File: src/rtl/axi_ar_arbiter.sv
// Round-robin arbiter for the shared AXI read-address channel.
// Optional read-data watchdog enabled with `define AR_TIMEOUT_EN.
module axi_ar_arbiter #(
    parameter int NUM_M       = 3,
    parameter int ADDR_W      = 32,
    parameter int LEN_W       = 4,
    parameter int TIMEOUT_CYC = 1024,
    localparam int IW         = $clog2(NUM_M)
) (
    input  logic                    clk,
    input  logic                    rst,
    input  logic [NUM_M-1:0]        m_arvalid_i,
    input  logic [NUM_M*ADDR_W-1:0] m_araddr_i,
    input  logic [NUM_M*LEN_W-1:0]  m_arlen_i,
    output logic [NUM_M-1:0]        m_arready_o,
    output logic                    s_arvalid_o,
    output logic [ADDR_W-1:0]       s_araddr_o,
    output logic [LEN_W-1:0]        s_arlen_o,
    input  logic                    s_arready_i,
    input  logic                    s_rvalid_i,
    input  logic                    s_rready_i,
    input  logic                    s_rlast_i,
    output logic [IW-1:0]           grant_idx_o,
    output logic                    busy_o,
    output logic                    timeout_o
);

    typedef enum logic [1:0] {
        S_IDLE,
        S_ADDR,
        S_DATA
    } state_e;

    state_e              state_q, state_d;
    logic [IW-1:0]       rr_ptr_q, rr_ptr_d;
    logic [IW-1:0]       grant_q, grant_d;
    logic [ADDR_W-1:0]   addr_q, addr_d;
    logic [LEN_W-1:0]    len_q, len_d;

    logic [IW-1:0]       win_idx;
    logic                win_vld;
    logic [IW-1:0]       ptr_next;
    logic                r_beat;
    logic                r_done;
    logic                to_fire;

    assign r_beat = s_rvalid_i & s_rready_i;
    assign r_done = r_beat & s_rlast_i;

    assign ptr_next = (grant_q == IW'(NUM_M - 1)) ? '0 : grant_q + 1'b1;

    // Winner is the valid master at the smallest rotational distance from rr_ptr.
    always_comb begin
        int best_d;
        int d;
        win_idx = '0;
        win_vld = 1'b0;
        best_d  = NUM_M;
        d       = 0;
        for (int j = 0; j < NUM_M; j++) begin
            if (m_arvalid_i[j]) begin
                d = j - int'(rr_ptr_q);
                if (d < 0) begin
                    d = d + NUM_M;
                end
                if (d < best_d) begin
                    best_d  = d;
                    win_idx = IW'(j);
                    win_vld = 1'b1;
                end
            end
        end
    end

`ifdef AR_TIMEOUT_EN
    localparam int CW = $clog2(TIMEOUT_CYC + 1);

    logic [CW-1:0] cnt_q, cnt_d;

    assign to_fire = (state_q == S_DATA) && (cnt_q == CW'(TIMEOUT_CYC));

    always_comb begin
        cnt_d = '0;
        if (state_q == S_DATA && !to_fire && !r_beat) begin
            cnt_d = cnt_q + 1'b1;
        end
    end

    always_ff @(posedge clk) begin
        if (rst) begin
            cnt_q <= '0;
        end else begin
            cnt_q <= cnt_d;
        end
    end

    assign timeout_o = to_fire & ~rst;
`else
    assign to_fire   = 1'b0;
    assign timeout_o = 1'b0;
`endif

    always_comb begin
        state_d     = state_q;
        rr_ptr_d    = rr_ptr_q;
        grant_d     = grant_q;
        addr_d      = addr_q;
        len_d       = len_q;
        m_arready_o = '0;
        s_arvalid_o = 1'b0;
        unique case (state_q)
            S_IDLE: begin
                if (win_vld && !rst) begin
                    for (int k = 0; k < NUM_M; k++) begin
                        m_arready_o[k] = (IW'(k) == win_idx);
                    end
                    grant_d = win_idx;
                    addr_d  = m_araddr_i[int'(win_idx)*ADDR_W +: ADDR_W];
                    len_d   = m_arlen_i[int'(win_idx)*LEN_W +: LEN_W];
                    state_d = S_ADDR;
                end
            end
            S_ADDR: begin
                s_arvalid_o = ~rst;
                if (s_arready_i) begin
                    state_d = S_DATA;
                end
            end
            S_DATA: begin
                // Normal completion and watchdog expiry release the grant alike.
                if (r_done || to_fire) begin
                    state_d  = S_IDLE;
                    rr_ptr_d = ptr_next;
                end
            end
            default: begin
                state_d = S_IDLE;
            end
        endcase
    end

    always_ff @(posedge clk) begin
        if (rst) begin
            state_q  <= S_IDLE;
            rr_ptr_q <= '0;
            grant_q  <= '0;
            addr_q   <= '0;
            len_q    <= '0;
        end else begin
            state_q  <= state_d;
            rr_ptr_q <= rr_ptr_d;
            grant_q  <= grant_d;
            addr_q   <= addr_d;
            len_q    <= len_d;
        end
    end

    assign s_araddr_o  = addr_q;
    assign s_arlen_o   = len_q;
    assign grant_idx_o = grant_q;
    assign busy_o      = (state_q != S_IDLE);

endmodule

File: config.mk
export PLATFORM = sky130hd
export DESIGN_NAME = axi_ar_arbiter
export DESIGN_NICKNAME = d
export VERILOG_FILES = /design/src/rtl/axi_ar_arbiter.sv
export SDC_FILE = /design/constraint.sdc
export NUM_CORES = 1
export LEC_CHECK = 0
export ABC_AREA = 1
export CAP_MARGIN = 20
export CORE_AREA = 2 2 89 91
export CTS_CLUSTER_SIZE = 8
export DETAILED_ROUTE_END_ITERATION = 8
export DIE_AREA = 0 0 91 93
export PLACE_DENSITY = 0.79
export SLEW_MARGIN = 40
export SYNTH_ARGS = -nofsm -noshare
export SYNTH_HDL_FRONTEND = slang
export SYNTH_SLANG_ARGS = --single-unit
File: constraint.sdc
create_clock -name clk -period 4 [get_ports clk]
set_input_delay 0.8 -clock clk [delete_from_list [all_inputs] [get_ports clk]]
set_output_delay 0.8 -clock clk [all_outputs]
set_load 0.005 [all_outputs]
After elaboration in Yosys (flattened, before gate mapping)
Cells that the tools add are included.
{"block": "totals", "register_bits": 42, "word_cells": 67, "input_bits": 117, "memories": 0, "ram_bits": 0, "out_inout_bits": 44, "latchBits": 0, "romBits": 0}
{"block": "classes", "n_eq_ne": 8, "n_div": 0, "n_addsub": 7, "muxes": 28, "n_mul": 0, "bitwise_logic": 3, "reduce_logical": 8, "n_lt_le_gt_ge": 6, "shift": 2}
{"op": "two-way mux 32 bit", "count": 10}
{"op": "variable part select 96 x 8 -> 32 bit", "count": 1}
{"op": "< comparator 32 bit", "count": 2}
{"op": "< comparator 32 x 3 -> 1 bit (second input constant)", "count": 1}
{"op": "adder 3 x 3 -> 4 bit (second input constant)", "count": 3}
{"op": "two-way mux 2 bit", "count": 6}
{"op": "variable part select 12 x 5 -> 4 bit", "count": 1}
{"op": "< comparator 3 x 1 -> 1 bit (second input constant)", "count": 3}
{"op": "two-way mux 1 bit", "count": 9}
{"op": "two-way mux 3 bit", "count": 2}
{"op": "inequality test 2 bit (second input constant)", "count": 3}
{"op": "one-hot mux 2 bit (3 select lines)", "count": 1}
{"op": "subtractor 1 x 2 -> 3 bit (first input constant)", "count": 2}
{"op": "== test 2 bit (second input constant)", "count": 2}
{"op": "logical NOT 2 bit", "count": 2}
{"op": "AND reduction 2 bit", "count": 2}
{"op": "AND reduction 3 bit", "count": 1}
{"op": "subtractor 2 x 2 -> 3 bit (first input constant)", "count": 1}
{"op": "adder 2 x 1 -> 2 bit (second input constant)", "count": 1}
{"op": "bitwise AND 1 bit", "count": 2}
{"op": "== test 1 x 2 -> 1 bit (first input constant)", "count": 1}
{"op": "== test 2 x 1 -> 1 bit (second input constant)", "count": 1}
{"op": "== test 2 bit (first input constant)", "count": 1}
{"op": "nonzero test 2 bit", "count": 1}
{"op": "3 further kinds", "count": 3}

Longest topological paths before layout
{"block": "logic_depth", "depth_word": 16, "mapped_depth": 27, "ltp_nobuf": 24}

Worst setup path before layout
OpenSTA, ideal clock, no wires.
{"block": "synth_timing", "path_type": "input to output", "from": "input port m_arvalid_i[0]", "to": "output port m_arready_o[0]", "path_buffers": 3, "path_stages": 20, "path_slack_ns": 0.262, "required_time_ns": 3.200, "t_arrival_ns": 2.938, "cell_sequence": "inv_1 -> nor2_1 -> ha_1 -> nand2_1 -> nand2_1 -> nand2_2 -> nand2_4 -> buf_2 -> buf_1 -> o21ai_0 -> ha_1 -> nand2_1 -> nand2_1 -> nand2_1 -> nand2_2 -> nand2_4 -> nand2_8 -> nand2_4 -> buf_4 -> nor2_1"}
{"block": "synth_via", "elab_chain_cells": 10, "word_cells_on_any_way": 18, "classes_between": "2 x order compare; 14 x mux; 2 x reduce/logical"}
{"item": "start: declaration", "line_no": "12", "rtl": "input logic [NUM_M-1:0] m_arvalid_i,"}
{"item": "two-way mux 32 bit", "line_no": "61", "rtl": "if (m_arvalid_i[j]) begin"}
{"item": "< comparator 32 bit", "line_no": "66", "rtl": "if (d < best_d) begin"}
{"item": "two-way mux 32 bit", "line_no": "66"}
{"item": "two-way mux 32 bit", "line_no": "61"}
{"item": "< comparator 32 bit", "line_no": "66"}
{"item": "two-way mux 2 bit or two-way mux 1 bit (tied branches)", "line_no": "66"}
{"item": "two-way mux 2 bit or two-way mux 1 bit (tied branches)", "line_no": "61"}
{"item": "logical NOT 2 bit or logical AND 1 bit (tied branches)", "line_no": "115, 113"}
{"item": "two-way mux 3 bit *", "line_no": "113", "rtl": "if (win_vld && !rst) begin"}
{"item": "two-way mux 3 bit *", "line_no": "111", "rtl": "unique case (state_q)"}
{"item": "end: declaration", "line_no": "15", "rtl": "output logic [NUM_M-1:0] m_arready_o,"}
Every way passes the cells marked *; elsewhere a longest branch is shown, timed or not.

Worst setup path after layout
{"block": "layout_timing", "from": "register rr_ptr_q[1]", "to": "output port m_arready_o[1]"}
{"block": "layout_via", "elab_chain_cells": 16, "word_cells_on_any_way": 36, "classes_between": "6 x add/sub; 6 x order compare; 1 x eq/ne; 22 x mux; 1 x reduce/logical"}
{"item": "start: declaration", "line_no": "35", "rtl": "logic [IW-1:0] rr_ptr_q, rr_ptr_d;"}
{"item": "start signal: assignment", "line_no": "151", "rtl": "rr_ptr_q <= rr_ptr_d;"}
{"item": "subtractor 1 x 2 -> 3 bit", "line_no": "62", "rtl": "d = j - int'(rr_ptr_q);"}
{"item": "adder 3 x 3 -> 4 bit or < comparator 3 x 1 -> 1 bit (tied branches)", "line_no": "64, 63"}
{"item": "two-way mux 32 bit", "line_no": "63", "rtl": "if (d < 0) begin"}
{"item": "two-way mux 32 bit", "line_no": "61"}
{"item": "< comparator 32 x 3 -> 1 bit", "line_no": "66"}
{"item": "two-way mux 32 bit", "line_no": "66"}
{"item": "two-way mux 32 bit", "line_no": "61"}
{"item": "< comparator 32 bit", "line_no": "66"}
{"item": "two-way mux 32 bit", "line_no": "66"}
{"item": "two-way mux 32 bit", "line_no": "61"}
{"item": "< comparator 32 bit", "line_no": "66"}
{"item": "two-way mux 2 bit or two-way mux 1 bit (tied branches)", "line_no": "66"}
{"item": "two-way mux 2 bit or two-way mux 1 bit (tied branches)", "line_no": "61"}
{"item": "== test 1 x 2 -> 1 bit or logical AND 1 bit (tied branches)", "line_no": "115, 113"}
{"item": "two-way mux 3 bit *", "line_no": "113"}
{"item": "two-way mux 3 bit *", "line_no": "111"}
Every way passes the cells marked *; elsewhere a longest branch is shown, timed or not. The select of a mux whose other input is x is not followed.

==> results.cfg <==
[run_status]
outcome = finished clean

[timing]
worstMarginPinSlew_ns = 0.515
final.min_clock_period_ns = 3.66
layout_setup_ws_ns = 0.344
setup-tns-final_ns = 0
hold_viol_final = 0
slew_headroom_pct = 65.7
timing.fmax_mhz = 274
rsz0062_at_grt = no
setup_viol = 0
slew_violations = 0
fin_worst_skew_ns = 0.00608
fin_crit_sh_pct = 91.4

[global_routing]
grt_max_degree = 35
first_global_vias = 3004
grt_use_total_pct = 20.7
grt.overflow.total = 0
grt_pass1_wl_um = 14200
antenna_found_initial = 0

[clock_tree]
htree_num_levels = 2
numCtsBuffers = 5
ctsRootBufferMaster = clkbuf_8
cts_tree = done
cts_num_sinks = 42
clock_latency_ns = 0.29
clkTransAtPathRegs_ns = 0.08
ctsLongestPathBuffers = 2
cts_hold_buffers = 0

[placement]
port_buffers = 159
gp_congestion = 0.830
dp_worst_setup_slack_ns = -0.350
hpwl_um = 6950

[setup_path]
startpoint_type = flip-flop
cp-end-kind = primary output
crit_chain = inv_1, ha_1, nand2_1, inv_1, ha_1, inv_1, nand2_1, nor2_2, nand2_4, nand2_1, o21ai_1, ha_1, nand2_1, nand2_1, nand2_1, nand2_2, nand2_4, nand2_8, nand2_4, nor2_4, clkbuf_2
startpoint = rr_ptr_q[1]$_SDFFE_PP0P_
worstPathRequired_ns = 3.20
cpMostUsedCell = nand2_1
cp_top_family = simple AND/OR/NAND/NOR gates
crit_arrival_ns = 2.86
crit_fanout = 6
r2r_start = rr_ptr_q[1]$_SDFFE_PP0P_
cpMaxStageDelayCell = dfxtp_1
worstSetupPathType = flip-flop to primary output
max_stage_delay_ns = 0.43
crit_buf_inv = 4

[worst_hold_path]
hp-start = s_araddr_o[9]$_SDFFE_PP0P_
hp-class = flip-flop to flip-flop

[final_layout]
drive_gt1_share_pct = 11.4
nets = 710
synthToLayoutAreaGrowth_pct = 66.5
antennaDiodeCount = 0

[route]
detail-route-antenna-nets = 0
route.vias.total = 3166
wirelength_um = 8900
drtPass1Iterations = 4
drc_errors = 0
wl_per_cell_um = 13.0
dr.first_iter.drc_count = 75
vias_per_cell = 4.64

[floorplan]
ios = 161
dieArea_sq_um = 8460
initial_core_util_pct = 36.7
die_y_um = 93
fp-row-count = 32
core_area_sq_um = 7530
die_width_um = 91

[synthesis]
synth.top_cells.by_count = nand2_1 (165), dfxtp_1 (42), nor2_1 (42)
synth_cells = 418
yosysMostFrequentCell = nand2_1
synth_area_sq_um = 2770
async_reset_ff_share_pct = 0
yosysUniqueCellTypes = 30
avgSynthCellArea_sq_um = 6.62
ys_ff_latch = 42
synth-edff-count = 0
syn-num-nets = 548
netlist.area_leader.share_pct = 30.4
synth.area.top_cells = dfxtp_1 (30%), nand2_1 (22%), o22ai_2 (9.0%), ha_1 (5.9%), nor2_1 (5.7%)
synth_top_cell_by_area = dfxtp_1
ys_warn_count = 0
yosysSeqAreaShare_pct = 30.4
synthFlopType = dfxtp_1

[pwr]
peakVddDrop_v = 0.000147
p_per_area_nw_per_um2 = 301
leakage_nw = 2.17

[job]
drv_cap = 0
## placed cells by master (no fill, tap or decap)
cell type,netlist,layout
nand2_1,165,165
clkdlybuf4s50_1,0,155
dfxtp_1,42,42
nor2_1,42,40
inv_1,39,39
a21oi_1,30,30
o22ai_2,20,20
buf_4,3,17
ha_1,13,13
nand3_1,8,8
o21ai_0,8,7
nor2_2,4,5
o22ai_1,5,5
clkbuf_8,0,5
nand2_4,3,4
nand2_2,4,3
nor3_1,2,2
conb_1,2,2
clkbuf_1,9,2
clkbuf_2,0,2
nor2_8,1,1
nand4_1,1,1
nand4_2,1,1
a32o_1,1,1
a211oi_1,1,1
inv_4,1,1
nand3b_2,1,1
inv_2,1,1
o21ai_1,0,1
nand3_2,1,1
nand2_8,1,1
nor2_4,0,1
bufinv_16,0,1
dlymetal6s2s_1,0,1
buf_2,4,1
## state kept, by name, indices dropped and copies added (netlist names)
register and cells:
s_arlen_o 4, state_q 2, s_araddr_o 32, grant_idx_o 2, rr_ptr_q 2
## final timing paths
check / slack [ns] / to / depth (start not counted)
setup / recovery: 0.34 / m_arready_o[1] / 21
hold / removal: 0.47 / s_araddr_o[9]$_SDFFE_PP0P_ / 2
setup reg to reg: 0.78 / s_araddr_o[24]$_SDFFE_PP0P_ / 25
hold reg to reg: 0.47 / s_araddr_o[9]$_SDFFE_PP0P_ / 2
## per-stage QoR
step	total power, W	util [%]	hold slack (ns)	area (sq um)	instances
global placement	0.00106	59.5	0.451	4480	673
CTS	0.00140	60.9	0.469	4590	681
floorplan	0.000756	-	0.462	2770	418
global route	0.00148	61.2	0.488	4600	683
finish	0.00139	61.2	0.465	4600	683
detailed placement	0.00107	59.5	0.456	4480	673
## logic make-up (layout without fill, tap and decap cells)
family                     count (synthesis)  after routing  synth area share, %
AOI/OAI and AO/OA                         65             65                 17.7
adders and majority gates                 13             13                 5.88
buffers and inverters                     62            225                 9.91
DFF                                       42             42                 30.4
other                                      2              2                0.272
and+or+nand+nor                          234            234                 35.8
## per-layer routing
| metal | vias up | routed length, um | track usage (%) |
|---|---|---|---|
| li1 | 1632 | - | - |
| met5 | - | 0 | 0 |
| met4 | 0 | 113 | 4.17 |
| met3 | 9 | 688 | 6.04 |
| met1 | 1412 | 3720 | 23.5 |
| met2 | 113 | 4370 | 38.3 |
## tightest hold or removal path: cells and delay by family, from the launching register on
| family | cells | cell delay [ns] |
|---|---|---|
| simple gates | 1 | 0.06 |
| compound gates | 1 | 0.05 |
| flops | 1 | 0.31 |
## repair_timing
| item | 4_1_cts | 5_1_grt |
|---|---|---|
| endpoints found under the setup margin | 3 | 3 |
| pin swaps | 0 | 3 |
| gates resized for setup | 6 | 10 |
| buffers inserted | 0 | 2 |
## power by group
| part | switching, W | internal (W) | leakage (nW) |
|---|---|---|---|
| combinational | 0.000224 | 0.000313 | 1.76 |
| sequential | 0.0000368 | 0.000488 | 0.349 |
| clock | 0.000136 | 0.000187 | 0.0524 |
## final cells by class
cell class	count	area [sq um]
Multi-Input combinational cell	314	1670
Sequential cell	42	841
Clock inverter	1	30.0
Fill cell	689	2920
Clock buffer	7	76.3
Inverter	41	156
Tap cell	102	128
Timing Repair Buffer	176	1710
Note: power is estimated with default switching activity, not from simulation.
==> variant: new RTL, same settings <==
Re-encode `state_e` (3 states) as one-hot, 3 bits wide.
--- a/src/rtl/axi_ar_arbiter.sv
+++ b/src/rtl/axi_ar_arbiter.sv
@@ -25,10 +25,10 @@
     output logic                    timeout_o
 );
 
-    typedef enum logic [1:0] {
-        S_IDLE,
-        S_ADDR,
-        S_DATA
+    typedef enum logic [2:0] {
+        S_IDLE = 3'b001,
+        S_ADDR = 3'b010,
+        S_DATA = 3'b100
     } state_e;
 
     state_e              state_q, state_d;
Formal check against the unedited RTL: no difference found for any inputs over 4 cycles, from zero or initial values and one cycle with rst high; so few cycles prove little.
==> variant against the original RTL <==
  * Total power rose by 39%
  * Die area did not move
  * Sequential cell count rose by 1
  * Final area rose by 5.6%
  * Wire length rose by 11%
  * Area after synthesis rose by 7.2%
  * Worst setup slack got worse by 0.19 ns
  * Critical path type unchanged
==> variant: results (changes against the original RTL) <==
wl_met1_um: 4027  # +8.2%
syn_nets: 633  # +16%
setup.worst_path.start_class: "flip-flop"
clock_buffer_count: 5  # -2
holdCritPathClass: "reg2reg"
multi_input_area_mm2: 0.001907  # +15%
path_delay_family: "simple AND/OR/NAND/NOR gates"
grt_util_met3_pct: 6.608  # +0.56 points
buf_share_pct: 36.18  # -0.89 points
multi_input_area_share_pct: 39.22  # +3.0 points
grt_usage_pct: 22.83  # +2.2 points
p_leak_nw: 2.338  # +7.9%
syn-instance-count: 503  # +20%
crit_path_start: "rr_ptr_q[1]"
reg2regPathDepth: 23  # -8.0%
met3_length_um: 949  # +38%
final_nets: 789  # +11%
grt_pass1_wl_um: 15990  # +13%
cp_max_fo: 5  # -1
inverters: 25  # -39%
drive_gt1_share_pct: 10.61  # -0.75 points
dp.cells: 747  # +11%
status: "complete, no violations"
synth.area.top_cells: "nand2_1 (30%), dfxtp_1 (29%), nand3_1 (7.8%), nor2_1 (5.6%), ha_1 (5.5%)"
largest_reg_flops: 32  # unchanged
grt_use_met1_pct: 26.32  # +2.8 points
clk_share_pct: 2.316  # +0.0056 points
grt.met2_usage_pct: 41.98  # +3.6 points
regArea_um2: 862.1  # +2.5%
grt_max_degree: 76  # +120%
fin_worst_skew_ns: 0.008688  # +0.002604 ns
ys_seq_area_share_pct: 29.03  # -1.4 points
nonClockBufferCount: 182  # +3.4%
place_area_mm2: 0.004624  # +3.2%
grt_pass1_vias: 3541  # +18%
synth_common_cells: "nand2_1 (240), nand3_1 (46), nor2_1 (44)"
multi_input_gates: 402  # +28%
drt-wirelength-per-cell_um: 12.97  # -0.47%
synth_cell_types: 23  # -23%
post_cts_resized: 16  # +10
root_buffer: "clkbuf_8"
crit_end: "m_arready_o[2]"
r2r-end: "s_araddr_o[6]"
timing.critical_path.slowest_cell_delay_ns: 0.36  # -0.07 ns
cp.arrival_ns: 3.04  # +0.18 ns
synth-async-reset-ratio_pct: 0  # unchanged
vias: 3631  # +15%
ff2ff_setup_slack_ns: 0.60  # -0.18 ns
wl_met2_um: 4794  # +9.6%
gp_congestion: 0.8681  # +4.6%
peakVddDrop_v: 0.0001942  # +33%
clockBufferDepth: 2  # unchanged
seq_cell_count: 43  # +2.4%
nFillCells: 668  # -3.0%
dp_hpwl_um: 7160  # +3.1%
via_per_inst: 4.765  # +2.8%
cts_setup_buffers: 7  # +7
max_slew.worst_pin.slew_ns: 0.8497  # +0.3348 ns
==> variant: cell types whose count changed after synthesis, sizes merged, moves of 2 or more <==
cell and change:
nand2 +70, a21oi +14, buf +6, clkbuf +6, nand3 +37, nor2 -3
inv -16, o21ai -6, nand4 -2, o22ai -25
==> variant: worst min-delay path by stage <==
| stage | from | endpoint | slack (ns) |
|---|---|---|---|
| 3_5_place_dp | s_araddr_o[19] | s_araddr_o[19] | 0.45 |
| 5_1_grt | s_araddr_o[25] | s_araddr_o[25] | 0.48 |
| 3_3_place_gp | s_araddr_o[28] | s_araddr_o[28] | 0.45 |
| 4_1_cts | s_araddr_o[25] | s_araddr_o[25] | 0.47 |
| 2_1_floorplan | s_araddr_o[29] | s_araddr_o[29] | 0.46 |
| 6_report | s_araddr_o[25] | s_araddr_o[25] | 0.46 |
==> variant: stage by stage <==
stage | setup slack (ns) | utilization, % | power, mW
5_1_grt | -0.06352 | 64.59 | 2.056
4_1_cts | 0.005478 | 63.96 | 1.921
3_3_place_gp | -0.4573 | 61.44 | 1.543
3_5_place_dp | -0.5724 | 61.44 | 1.557
6_report | 0.1567 | 64.59 | 1.919
2_1_floorplan | 0.08983 | - | 1.070
==> variant: logic make-up (layout without fill, tap and decap cells) <==
family | Yosys count | in the layout | synth area share (%)
AOI/OAI and AO/OA | 48 | 48 | 10.42
adders and majority gates | 13 | 13 | 5.485
buffers and inverters | 58 | 215 | 9.240
DFF | 43 | 43 | 29.03
other | 2 | 2 | 0.2533
and+or+nand+nor | 339 | 339 | 45.57
==> variant: report_power, final <==
part | internal [mW] | leakage, nW | total (mW) | switching, mW
Clock | 0.186 | 0.0581 | 0.344 | 0.158
Sequential | 0.580 | 0.359 | 0.667 | 0.0874
Combinational | 0.508 | 1.92 | 0.909 | 0.401
